[config.mk]
export PLATFORM = sky130hd
export DESIGN_NAME = store_buffer
export DESIGN_NICKNAME = d
export VERILOG_FILES = /design/src/rtl/store_buffer.sv
export SDC_FILE = /design/constraint.sdc
export NUM_CORES = 1
export LEC_CHECK = 0
export ABC_AREA = 1
export CAP_MARGIN = 20
export CORE_MARGIN = 8
export CORE_UTILIZATION = 55
export CTS_CLUSTER_DIAMETER = 120
export DETAILED_ROUTE_END_ITERATION = 8
export PLACE_DENSITY = 0.79
export RECOVER_POWER = 25
export SETUP_SLACK_MARGIN = 0.1
export SLEW_MARGIN = 5
export SYNTH_ARGS = -nofsm -noshare
export SYNTH_HDL_FRONTEND = slang
export SYNTH_SLANG_ARGS = --single-unit
[constraint.sdc]
create_clock -name clk -period 5.8 [get_ports clk]
set_input_delay 1.45 -clock clk [delete_from_list [all_inputs] [get_ports clk]]
set_output_delay 1.45 -clock clk [all_outputs]
set_load 0.01 [all_outputs]
[src/rtl/store_buffer.sv]
// store_buffer: FIFO of retiring stores drained into data_mem when no load needs the port.
// Build with STBUF_FWD_EN defined to serve hitting loads from the buffer instead of stalling.
module store_buffer #(
  parameter int WORD  = 32,
  parameter int DEPTH = 4,
  parameter int PTR_W = 2
) (
  input  logic            clk,
  input  logic            rst_n,
  input  logic            st_valid,
  input  logic [WORD-1:0] st_addr,
  input  logic [WORD-1:0] st_data,
  input  logic            ld_req,
  input  logic [WORD-1:0] ld_addr,
  output logic [WORD-1:0] ld_data,
  output logic            stall,
  output logic [WORD-1:0] mem_addr,
  output logic [WORD-1:0] mem_wdata,
  output logic            mem_write,
  output logic            mem_read,
  input  logic [WORD-1:0] mem_rdata,
  output logic            empty
);

  localparam logic [PTR_W:0]   CNT_FULL = (PTR_W+1)'(DEPTH);
  localparam logic [PTR_W:0]   CNT_ONE  = (PTR_W+1)'(1);
  localparam logic [PTR_W-1:0] PTR_ONE  = PTR_W'(1);

  logic [WORD-1:0]  ent_addr [DEPTH];
  logic [WORD-1:0]  ent_data [DEPTH];
  logic [DEPTH-1:0] ent_vld;

  logic [PTR_W-1:0] head;
  logic [PTR_W-1:0] tail;
  logic [PTR_W:0]   count;

  logic full;
  logic hit;
  logic ld_wait;
  logic load_active;
  logic drain;
  logic enq;

`ifdef STBUF_FWD_EN
  logic [WORD-1:0] fwd_data;
`endif

  assign full        = (count == CNT_FULL);
  assign empty       = (count == '0);
  assign load_active = ld_req && !hit;
  assign drain       = (count != '0) && !load_active;
  assign enq         = st_valid && !full;

`ifdef STBUF_FWD_EN
  assign ld_wait = 1'b0;
`else
  assign ld_wait = ld_req && hit;
`endif

  assign stall = rst_n && ((st_valid && full) || ld_wait);

  // Scan oldest to youngest so the last match seen is the youngest one.
  always_comb begin
    hit = 1'b0;
`ifdef STBUF_FWD_EN
    fwd_data = '0;
`endif
    for (int i = 0; i < DEPTH; i++) begin
      logic [PTR_W-1:0] idx;
      idx = head + PTR_W'(i);
      if (ent_vld[idx] &&
          (ent_addr[idx][WORD-1:2] == ld_addr[WORD-1:2])) begin
        hit = 1'b1;
`ifdef STBUF_FWD_EN
        fwd_data = ent_data[idx];
`endif
      end
    end
  end

  // Memory port arbitration: a missing load owns the port, else drain head.
  always_comb begin
    mem_read  = 1'b0;
    mem_write = 1'b0;
    mem_addr  = ld_addr;
    mem_wdata = '0;
    ld_data   = '0;
    if (!rst_n) begin
      mem_addr = '0;
    end else begin
      if (load_active) begin
        mem_read = 1'b1;
        ld_data  = mem_rdata;
      end else if (drain) begin
        mem_write = 1'b1;
        mem_addr  = ent_addr[head];
        mem_wdata = ent_data[head];
      end
`ifdef STBUF_FWD_EN
      if (ld_req && hit) begin
        ld_data = fwd_data;
      end
`endif
    end
  end

  // Head, tail and occupancy bookkeeping.
  always_ff @(posedge clk or negedge rst_n) begin
    if (!rst_n) begin
      head  <= '0;
      tail  <= '0;
      count <= '0;
    end else begin
      if (enq) begin
        tail <= tail + PTR_ONE;
      end
      if (drain) begin
        head <= head + PTR_ONE;
      end
      unique case ({enq, drain})
        2'b10:   count <= count + CNT_ONE;
        2'b01:   count <= count - CNT_ONE;
        default: count <= count;
      endcase
    end
  end

  // Entry storage: retire at head, fill at tail.
  always_ff @(posedge clk or negedge rst_n) begin
    if (!rst_n) begin
      ent_vld <= '0;
      for (int i = 0; i < DEPTH; i++) begin
        ent_addr[i] <= '0;
        ent_data[i] <= '0;
      end
    end else begin
      if (drain) begin
        ent_vld[head] <= 1'b0;
      end
      if (enq) begin
        ent_vld[tail]  <= 1'b1;
        ent_addr[tail] <= st_addr;
        ent_data[tail] <= st_data;
      end
    end
  end

endmodule

==> run summary <==
Crit end category = primary output
Layout cells sized above 1 = 4.46%
Fin. max-slew vios = 101
Cell mode on critical path = nand2_1
Failing checks = max-capacitance violations, max-slew violations
Layout area overhead = 24.3%
Worst-Margin Slew = 3.12 ns
Post-route setup TNS = 0 ns
VDD IR-drop max = 0.000471 V
Synthesized flop and latch total = 267
Final worst path period need = 5.62 ns
Setup bufs post-CTS = 0
CP max stage delay = 0.55 ns
Mapped cell area = 0.0170 mm2
Post-synth top flop = dfrtp_1
WS Path Type = in2out
Synth cell types = 25
Final antenna-violating net count = 0
Fillers = 2,636
Count of input and output buffers = 231
Mapped Cells = 2,745
CTS root buf = clkbuf_16
Final Power = 13.0 mW
DRC = 0
Boundary pin count = 232
Worst-path clk slew = 0.06 ns
CTS H-tree depth = 1
Worst Skew = 0.0243 ns
Layout Nets = 3,058
Syn nets = 2,887
Worst hold-check path type = reg2reg
Die area = 0.0368 mm2
Fin crit share = 96.8%
Final Cell Area = 0.0212 mm2
WL/cell = 18.8 um
Iteration-0 DRC Markers = 2,087
Rel. slew slack = -108%
Pleak = 11.7 nW
Final setup viols = 0
Sequential area share after synthesis = 39.3%
Critical-path maximum fanout = 30
First-pass GRT wire length = 95,000 um
Routed vias/inst = 5.75
Async SR Flop Fraction = 100%
Area after DPL = 0.0198 mm2
Status = complete, but fails checks
Worst path cell trace = clkdlybuf4s50_1 -> buf_4 -> nand2_1 -> nand2_1 -> nor2_2 -> nand2_1 -> nor2_2 -> nand2_1 -> nor2_1 -> nor2_1 -> nand3_2 -> buf_4 -> buf_12 -> nand3_1 -> nand2_1 -> nor2_1 -> clkdlybuf4s50_1
FMAX = 178 MHz
Ys Warns = 0
Core area = 0.0305 mm2
Worst Path Required = 4.35 ns
Unrepaired setup endpoints after global routing = no
Initial antenna violation count = 1
Num CTS Buffers = 30
Endpoints failing hold = 0
Vias in the first global route = 17,855
Initial Util = 55.8%
Sink Count = 267
Power density over cell area = 616 mW/mm2
GR Overflow Total = 0
CP Launch Type = primary input
Row cnt = 64
Largest net degree at the start of global routing = 194
Die width = 192 um
Die H = 192 um
Drt pass-1 iters = 6
Post-synth EDFFs = 0
Max_cap viols = 2
Placer Congestion = 1.08
CP max stage cell = clkdlybuf4s50_1
Vias = 19,157
Clk buf depth = 3
Arr. time, crit path = 4.17 ns
Global-route usage over all layers = 32.2%
WL final = 62,700 um
CTS tree = built
N_diodes = 0
Avg Inst Size Synth = 6.20 um2
Hpwl dp = 41,000 um
Worst skew pair latency = 0.59 ns
[layout by cell type (no fill, tap or decap), types with 2 or more instances in the layout]
master and n:
buf_4 41, o21ai_0 159, nand3_1 373, xor2_1 7, dlygate4sd2_1 2, clkbuf_1 8
nor2_1 167, dfrtp_1 265, clkbuf_8 7, o21ai_1 5, dlymetal6s2s_1 53, nor2_2 4
ha_1 8, inv_1 140, nand4_1 4, clkdlybuf4s50_1 174, clkinv_2 7, a21oi_1 102
nand2_1 1331, inv_2 4, buf_16 4, bufinv_16 5, buf_12 9, clkbuf_16 33
nand2_2 4
[synthesized netlist by cell type (2+ instances only)]
| cell type | n | area share [%] |
|---|---|---|
| nor2_1 | 171 | 3.8 |
| nand4_1 | 4 | 0.15 |
| xor2_1 | 7 | 0.36 |
| nand2_2 | 2 | 0.073 |
| buf_2 | 43 | 1.3 |
| buf_1 | 19 | 0.42 |
| o21ai_1 | 5 | 0.15 |
| nand3_1 | 373 | 11 |
| ha_1 | 9 | 0.66 |
| inv_2 | 5 | 0.11 |
| inv_1 | 143 | 3.2 |
| dfrtp_1 | 267 | 39 |
| nand2_1 | 1333 | 29 |
| buf_4 | 4 | 0.18 |
| clkbuf_1 | 90 | 2.0 |
| o21ai_0 | 159 | 4.7 |
| a21oi_1 | 103 | 3.0 |
[stage by stage]
step                hold slack, ns  setup WS, ns  utilization, %  std cells
floorplan                    0.442         0.999               -       2745
global placement             0.456        0.0602            64.8       3275
detailed placement           0.459        0.0628            64.8       3275
CTS                          0.474        0.0951            68.4       3327
global route                 0.491        0.0822            69.3       3332
finish                       0.476         0.185            69.3       3332
[sequential cells by signal, indices dropped and copies added (netlist names)]
| name | flops |
|---|---|
| ent_data | 128 |
| head | 2 |
| ent_vld | 4 |
| count | 3 |
| tail | 2 |
| ent_addr | 128 |
[metal layers]
metal | routed length, um | vias to the layer above | global-route usage (%)
met5 | 13 | - | 0
met4 | 2660 | 2 | 13.7
met3 | 6180 | 169 | 5.56
met2 | 28800 | 1103 | 51.1
met1 | 25000 | 8869 | 43.0
li1 | - | 9014 | -
[report_power, final]
part           internal (mW)  switching, mW  total, mW
Clock                   1.26          0.816       2.07
Combinational           2.49           5.13       7.62
Sequential              2.74          0.586       3.33
Total                   6.49           6.54       13.0
[worst max-delay path, delay by kind of cell]
kind / cells / cell delay (ns)
buffers and inverters: 5 / 1.57
and+or+nand+nor: 12 / 1.12
[final timing paths]
kind	start	to	slack, ns	cells after the start
worst max-delay path	ld_addr[15]	mem_addr[13]	0.18	17
worst min-delay path	ent_data[35]$_DFFE_PN0P_	ent_data[35]$_DFFE_PN0P_	0.48	2
worst max register to register	head[0]$_DFFE_PN0P_	count[2]$_DFFE_PN0P_	1.95	21
worst min register to register	ent_data[35]$_DFFE_PN0P_	ent_data[35]$_DFFE_PN0P_	0.48	2
max in group asynchronous	rst_n	head[1]$_DFFE_PN0P_	1.40	4
min in group asynchronous	rst_n	ent_addr[46]$_DFFE_PN0P_	0.80	1
[logic make-up after synthesis]
family / count (synthesis) / synth area share, %
buffers and inverters: 305 / 7.13
AOI/OAI and AO/OA: 269 / 7.94
DFF: 267 / 39.3
and+or+nand+nor: 1886 / 44.5
xor gates and xnor gates: 8 / 0.412
adders and majority gates: 10 / 0.779
[repair_timing]
item                                    in CTS  in global routing
gates cloned                                 0                  3
endpoints found under the setup margin      13                 76
hold buffers                                 0                  0
resized for setup                            3                 66
[layout make-up]
cell class | instances | area, um2 | share of cell area, %
Multi-Input combinational cell | 2173 | 9160 | 43.3
Tap cell | 396 | 495 | 2.34
Clock buffer | 39 | 855 | 4.04
Sequential cell | 267 | 6690 | 31.6
Timing Repair Buffer | 295 | 3150 | 14.9
Clock inverter | 13 | 225 | 1.06
Inverter | 149 | 578 | 2.73
No activity file was read; power rests on OpenSTA's default activity.
